## src/rtl/circ_shift_tap_engine_if.sv

```systemverilog
// ---------------------------------------------------------------------------
// circ_shift_tap_engine_if
// Handshake and tap-stream bundle for circ_shift_tap_engine.
// The engine takes the slave view. The controller or testbench takes the
// master view. ap_clk and ap_rst stay plain ports on the engine.
// ---------------------------------------------------------------------------
interface circ_shift_tap_engine_if #(
    parameter int DATA_W = 32,
    parameter int DEPTH  = 8
);
    localparam int IDX_W = $clog2(DEPTH);

    // ap_ctrl_chain block-level handshake
    logic              ap_start;
    logic              ap_continue;
    logic              ap_ready;
    logic              ap_done;
    logic              ap_idle;

    // sample input
    logic [DATA_W-1:0] in_data;

    // tap output stream with backpressure
    logic [DATA_W-1:0] out_data;
    logic [IDX_W-1:0]  out_idx;
    logic              out_vld;
    logic              out_ack;

    modport master (
        output ap_start, ap_continue, in_data, out_ack,
        input  ap_ready, ap_done, ap_idle, out_data, out_idx, out_vld
    );

    modport slave (
        input  ap_start, ap_continue, in_data, out_ack,
        output ap_ready, ap_done, ap_idle, out_data, out_idx, out_vld
    );
endinterface

```

## src/rtl/circ_shift_tap_engine.sv

```systemverilog
// ---------------------------------------------------------------------------
// circ_shift_tap_engine
// Each accepted ap_start shifts one sample into a DEPTH-entry circular buffer.
// The engine then streams all DEPTH taps, oldest first, through a 3-stage
// II=1 pipeline:
//   iter0  issues the read address
//   iter1  registers the read data and index
//   iter2  drives out_data/out_idx/out_vld
// A consumer stall (out_vld && !out_ack) freezes the whole pipeline.
//
// Optional feature: define CIRC_SHIFT_TAP_STATS_EN to add the saturating
// stat_txn_cnt and stat_stall_cnt outputs.
// ---------------------------------------------------------------------------
module circ_shift_tap_engine #(
    parameter int DATA_W = 32,
    parameter int DEPTH  = 8
) (
    input  logic                      ap_clk,
    input  logic                      ap_rst,
    circ_shift_tap_engine_if.slave    bus
`ifdef CIRC_SHIFT_TAP_STATS_EN
    ,
    output logic [31:0]               stat_txn_cnt,
    output logic [31:0]               stat_stall_cnt
`endif
);
    localparam int IDX_W = $clog2(DEPTH);
    localparam logic [IDX_W-1:0] LAST_IDX = IDX_W'(DEPTH - 1);

    typedef enum logic [1:0] {
        IDLE,
        LOAD_WRITE,
        DONE
    } state_t;

    state_t            state;
    logic [IDX_W-1:0]  head;
    logic [DATA_W-1:0] mem [DEPTH];

    // iter0: issue stage
    logic              iter0_en;
    logic [IDX_W-1:0]  i_cnt;
    logic [IDX_W-1:0]  rd_addr;

    // iter1: read-data stage
    logic              iter1_en;
    logic [DATA_W-1:0] iter1_data;
    logic [IDX_W-1:0]  iter1_idx;

    // iter2: output stage
    logic              out_vld_q;
    logic [DATA_W-1:0] out_data_q;
    logic [IDX_W-1:0]  out_idx_q;

    logic              start_acc;
    logic              stall;
    logic              last_xfer;

    assign start_acc = (state == IDLE) && bus.ap_start;
    assign stall     = out_vld_q && !bus.out_ack;

    // head has already advanced past the new sample, so i=0 reads the oldest entry.
    assign rd_addr   = head + i_cnt;

    // The final tap leaves with nothing left behind it in the pipeline.
    assign last_xfer = out_vld_q && bus.out_ack && (out_idx_q == LAST_IDX)
                       && !iter0_en && !iter1_en;

    assign bus.ap_ready = start_acc;
    assign bus.ap_idle  = (state == IDLE);
    assign bus.ap_done  = (state == DONE);
    assign bus.out_vld  = out_vld_q;
    assign bus.out_data = out_data_q;
    assign bus.out_idx  = out_idx_q;

    // Sample buffer: written once per accepted transaction.
    // NOTE: the buffer is cleared on reset because the first DEPTH-1 taps
    // after reset must read as zero. That rules out a plain RAM macro.
    always_ff @(posedge ap_clk or posedge ap_rst) begin
        if (ap_rst) begin
            for (int k = 0; k < DEPTH; k++) begin
                mem[k] <= '0;
            end
        end else if (start_acc) begin
            mem[head] <= bus.in_data;
        end
    end

    // Control FSM and the tap pipeline, all held while the consumer stalls.
    // NOTE: state is assigned with <= so every stage samples the pre-edge
    // value of the stage before it. Blocking assignments here would collapse
    // the pipeline.
    always_ff @(posedge ap_clk or posedge ap_rst) begin
        if (ap_rst) begin
            state      <= IDLE;
            head       <= '0;
            i_cnt      <= '0;
            iter0_en   <= 1'b0;
            iter1_en   <= 1'b0;
            iter1_data <= '0;
            iter1_idx  <= '0;
            out_vld_q  <= 1'b0;
            out_data_q <= '0;
            out_idx_q  <= '0;
        end else begin
            unique case (state)
                IDLE: begin
                    if (start_acc) begin
                        head     <= head + 1'b1;
                        i_cnt    <= '0;
                        iter0_en <= 1'b1;
                        state    <= LOAD_WRITE;
                    end
                end

                LOAD_WRITE: begin
                    if (!stall) begin
                        if (iter0_en) begin
                            iter1_data <= mem[rd_addr];
                            iter1_idx  <= i_cnt;
                            i_cnt      <= i_cnt + 1'b1;
                            if (i_cnt == LAST_IDX) begin
                                iter0_en <= 1'b0;
                            end
                        end
                        iter1_en <= iter0_en;

                        if (iter1_en) begin
                            out_data_q <= iter1_data;
                            out_idx_q  <= iter1_idx;
                        end
                        out_vld_q <= iter1_en;

                        if (last_xfer) begin
                            state <= DONE;
                        end
                    end
                end

                DONE: begin
                    if (bus.ap_continue) begin
                        state <= IDLE;
                    end
                end

                default: state <= IDLE;
            endcase
        end
    end

`ifdef CIRC_SHIFT_TAP_STATS_EN
    // Saturating counters for completed handshakes and stall cycles.
    always_ff @(posedge ap_clk or posedge ap_rst) begin
        if (ap_rst) begin
            stat_txn_cnt   <= '0;
            stat_stall_cnt <= '0;
        end else begin
            if ((state == DONE) && bus.ap_continue && (stat_txn_cnt != '1)) begin
                stat_txn_cnt <= stat_txn_cnt + 32'd1;
            end
            if (stall && (stat_stall_cnt != '1)) begin
                stat_stall_cnt <= stat_stall_cnt + 32'd1;
            end
        end
    end
`endif

endmodule
```

## src/flat_wrapper.sv

```systemverilog
// flat-port wrapper written by rule: the top's interface ports become plain ports
module circ_shift_tap_engine_flat 
#(
    parameter int DATA_W = 32,
    parameter int DEPTH  = 8
)
  (ap_clk, ap_rst, bus_ap_start, bus_ap_continue, bus_in_data, bus_out_ack, bus_ap_ready, bus_ap_done, bus_ap_idle, bus_out_data, bus_out_idx, bus_out_vld);
  circ_shift_tap_engine_if #(.DATA_W(DATA_W), .DEPTH(DEPTH)) bus_i ();
  input  logic ap_clk;
  input  logic ap_rst;
  input wire logic [$bits(bus_i.ap_start)-1:0] bus_ap_start;
  input wire logic [$bits(bus_i.ap_continue)-1:0] bus_ap_continue;
  input wire logic [$bits(bus_i.in_data)-1:0] bus_in_data;
  input wire logic [$bits(bus_i.out_ack)-1:0] bus_out_ack;
  output wire logic [$bits(bus_i.ap_ready)-1:0] bus_ap_ready;
  output wire logic [$bits(bus_i.ap_done)-1:0] bus_ap_done;
  output wire logic [$bits(bus_i.ap_idle)-1:0] bus_ap_idle;
  output wire logic [$bits(bus_i.out_data)-1:0] bus_out_data;
  output wire logic [$bits(bus_i.out_idx)-1:0] bus_out_idx;
  output wire logic [$bits(bus_i.out_vld)-1:0] bus_out_vld;
  assign bus_i.ap_start = bus_ap_start;
  assign bus_i.ap_continue = bus_ap_continue;
  assign bus_i.in_data = bus_in_data;
  assign bus_i.out_ack = bus_out_ack;
  assign bus_ap_ready = bus_i.ap_ready;
  assign bus_ap_done = bus_i.ap_done;
  assign bus_ap_idle = bus_i.ap_idle;
  assign bus_out_data = bus_i.out_data;
  assign bus_out_idx = bus_i.out_idx;
  assign bus_out_vld = bus_i.out_vld;
  circ_shift_tap_engine #(.DATA_W(DATA_W), .DEPTH(DEPTH)) u_core (.ap_clk(ap_clk), .ap_rst(ap_rst), .bus(bus_i));
endmodule
```

## config.mk

```make
export PLATFORM = sky130hd
export DESIGN_NAME = circ_shift_tap_engine_flat
export DESIGN_NICKNAME = d
export VERILOG_FILES = /design/src/rtl/circ_shift_tap_engine_if.sv /design/src/rtl/circ_shift_tap_engine.sv /design/src/flat_wrapper.sv
export SDC_FILE = /design/constraint.sdc
export NUM_CORES = 1
export LEC_CHECK = 0
export ABC_CLOCK_PERIOD_IN_PS = 25300
export BUFFER_PORTS_ARGS = -buffer_cell sky130_fd_sc_hd__buf_2
export CAP_MARGIN = 0
export CORE_UTILIZATION = 63
export DETAILED_ROUTE_END_ITERATION = 8
export GPL_TIMING_DRIVEN = 0
export HOLD_SLACK_MARGIN = 0.06
export PLACE_DENSITY_LB_ADDON = 0.12
export SLEW_MARGIN = 15
export SYNTH_ARGS = -nofsm -noshare
export SYNTH_HDL_FRONTEND = slang
export SYNTH_SLANG_ARGS = --single-unit
```

## constraint.sdc

```tcl
create_clock -name ap_clk -period 25.3 [get_ports ap_clk]
set_input_delay 1.265 -clock ap_clk [delete_from_list [all_inputs] [get_ports ap_clk]]
set_output_delay 1.265 -clock ap_clk [all_outputs]
set_load 0.02 [all_outputs]
```

==> results.json <==
{
  "synthesis.area_um2": 14600,
  "ys_warn_count": 0,
  "r2r-start": "u_core.head[0]",
  "setup_tns_ns": 0,
  "rrSetupSlack_ns": 21.71,
  "die_h_um": 154,
  "cp_slowest_cell": "clkbuf_1",
  "fin_ws_ns": 21.66,
  "cts.clk_slew.worst_paths_ns": 0.06,
  "clock_sinks": 337,
  "power.leakage_nw": 8.00,
  "wire_per_inst_um": 23.6,
  "hpwl_mm": 19.9,
  "worstPathCellList": "buf_2 > nor3b_2 > clkbuf_1 > buf_2",
  "mappedNetlistNets": 904,
  "insertion_delay_ns": 0.52,
  "maxCapViolCount": 0,
  "drt_iter0_markers": 397,
  "startpoint_type": "primary input",
  "start_util": 0.643,
  "fmax_mhz": 275,
  "holdPathEnd": "u_core.mem[23]",
  "hold_path_class": "flip-flop to flip-flop",
  "fillCellCount": 1434,
  "hp-start": "u_core.mem[23]",
  "rsz0062_at_grt": "no",
  "cts-resized-gates": 0,
  "pin_count": 76,
  "criticalPathCategory": "primary input to output port",
  "p_per_area_nw_per_um2": 145,
  "first_pass_iters": 5,
  "antenna_found_initial": 5,
  "vias": 7936,
  "seqCellArea_um2": 8430,
  "grtUsageTotal": 0.275,
  "ys.flop_type": "dfrtp_1",
  "arrival_ns": 2.37,
  "avgSynthCellArea_um2": 16.9,
  "cts_made_buffers": 36,
  "drtAntennaViolNets": 0,
  "max_stage_delay_ns": 0.42,
  "r2r_cells": 8,
  "crit_top_cell": "buf_2",
  "power_mw": 2.39,
  "synth_edf_count": 0,
  "ctsLongestPathBuffers": 3,
  "die_area_um2": 23700,
  "synth_seq_area_share": 0.579,
  "routed_wirelength_mm": 30.4,
  "slew_headroom": 0.425,
  "hold_depth": 1,
  "whs_ns": 0.487,
  "synthSimpleGateAreaFrac": 0.0121,
  "place.gp.congestion": 0.753,
  "worstPathRequired_ns": 24.03,
  "row_count": 55,
  "viasPerCell": 6.16,
  "cts_setup_buffers": 0,
  "synth_seq_cells": 337,
  "post-place-ws_ns": 21.67,
  "grt.overflow.total": 0,
  "tritoncts": "done",
  "setup_viol": 0,
  "die_w_um": 154,
  "grt_pass1_vias": 8825,
  "layout.nets": 1020,
  "portBuffers": 75,
  "grt_start_max_net_pins": 100,
  "synth_xor_area_frac": 0.00283,
  "period_minus_slack_ns": 3.64,
  "reg2reg_to": "u_core.iter1_data[10]",
  "htreeDepth": 2,
  "grt_pass1_wl_mm": 49.3,
  "synth_top_family_by_area": "multiplexers",
  "critPathCaptureType": "output port",
  "finalHoldViolCount": 0,
  "maxSlewViolCount": 0,
  "finalClockSkew_ns": 0.0217,
  "synth_cells": 862,
  "ir_drop_v": 0.0000837,
  "drive_above_1_share": 0.578,
  "critPathMaxFanout": 10,
  "synthArstFlopShare": 1.00,
  "worst_pin_slew_ns": 0.863,
  "fin_crit_sh": 0.144,
  "synth_mux_area_frac": 0.379,
  "core_um2": 22600,
  "ys_types": 34,
  "cts-root-buf": "clkbuf_16",
  "outcome": "complete, no violations",
  "postLayoutCoreUtil": 0.728,
  "drc": 0,
  "synth_fa_ha_area_frac": 0.00481,
  "synth_compound_area_frac": 0.00335,
  "multi_input_area_um2": 5860,
  "syn_to_final_growth_pct": 13.2,
  "cts_hold_buf": 0
}
[power by group]
group	leakage (nW)	switching (mW)	internal [mW]
Sequential	4.45	0.116	0.754
Clock	0.535	0.204	0.291
Combinational	3.02	0.459	0.569
[layout make-up]
class                      count  area share
multi-input combinational    469       0.355
buffer                        51      0.0156
tap                          285      0.0216
inverter                       5     0.00159
clock buffer                  54      0.0625
timing repair buffer          78      0.0278
clock inverter                 6     0.00379
sequential                   337       0.511
antenna                        3    0.000455
[registers in the layout (all words and copies together), names as in the netlist, 2 cells and up]
register and count:
u_core.mem 256, u_core.head 3, u_core.iter1_idx 3, u_core.bus.out_data 32, u_core.iter1_data 32, u_core.i_cnt 3, u_core.bus.out_idx 3, u_core.state 2
[routing by layer]
layer | track usage | share of wire | vias to the layer above
met5 | 0 | 0.00066 | -
met4 | 0.0905 | 0.022 | 4
met3 | 0.0445 | 0.048 | 48
met2 | 0.461 | 0.51 | 167
met1 | 0.371 | 0.42 | 4275
li1 | - | - | 3442
[critical path, delay by kind of cell]
family | cells | cell delay [ns]
buffers and inverters | 3 | 0.77
and+or+nand+nor | 1 | 0.33
[cells in the mapped netlist (2+ instances only)]
library cell,instances,area (um2)
mux2_1,3,33.8
nor2_1,3,11.3
buf_6,4,45.0
dfrtp_1,337,8430
mux4_2,64,1440
a21bo_2,2,20.0
buf_4,3,22.5
nand3_1,6,30.0
a21o_1,2,15.0
mux2_4,4,60.1
ha_1,4,50.1
buf_2,19,95.1
mux2_2,353,3980
and2b_1,2,15.0
nor2b_1,3,18.8
nand2_1,7,26.3
buf_1,15,56.3
clkbuf_1,10,37.5
nand2b_1,2,12.5
inv_1,5,18.8
[layout by cell type, fill, tap and decap left out, types with 4 or more instances in the layout]
cell type / netlist / layout
mux2_2: 353 / 353
dfrtp_1: 337 / 337
buf_2: 19 / 94
mux4_2: 64 / 64
clkbuf_16: 0 / 37
clkbuf_1: 10 / 23
buf_1: 15 / 15
nand2_1: 7 / 7
nand3_1: 6 / 6
buf_6: 4 / 4
inv_1: 5 / 4
mux2_4: 4 / 4
ha_1: 4 / 4
clkbuf_8: 0 / 4
[worst max path at each step]
stage	start	to	slack (ns)
5_1_grt	u_core.head[0]	u_core.iter1_data[17]	21.58
4_1_cts	bus_ap_start	bus_ap_ready	21.67
6_report	bus_ap_start	bus_ap_ready	21.66
3_5_place_dp	bus_ap_start	bus_ap_ready	21.67
3_3_place_gp	ap_rst	u_core.mem[202]	12.35
2_1_floorplan	ap_rst	u_core.bus.out_data[0]	14.70
[logic make-up (layout without fill, tap and decap cells)]
| kind of cell | Yosys count | count (layout) |
|---|---|---|
| other | 0 | 3 |
| AND/OR/NAND/NOR | 30 | 30 |
| multiplexers | 425 | 425 |
| AO/OA/AOI/OAI | 6 | 6 |
| buffers and inverters | 56 | 194 |
| flip-flops | 337 | 337 |
| XOR/XNOR | 3 | 3 |
| adder cells (fa/ha/maj) | 5 | 5 |
[stage by stage]
stage	area [um2]	cells
floorplan	14600	862
global placement	15300	1222
detailed placement	15400	1225
CTS	16500	1285
global route	16500	1287
finish	16500	1288
Power figures use the tool's default switching activity.
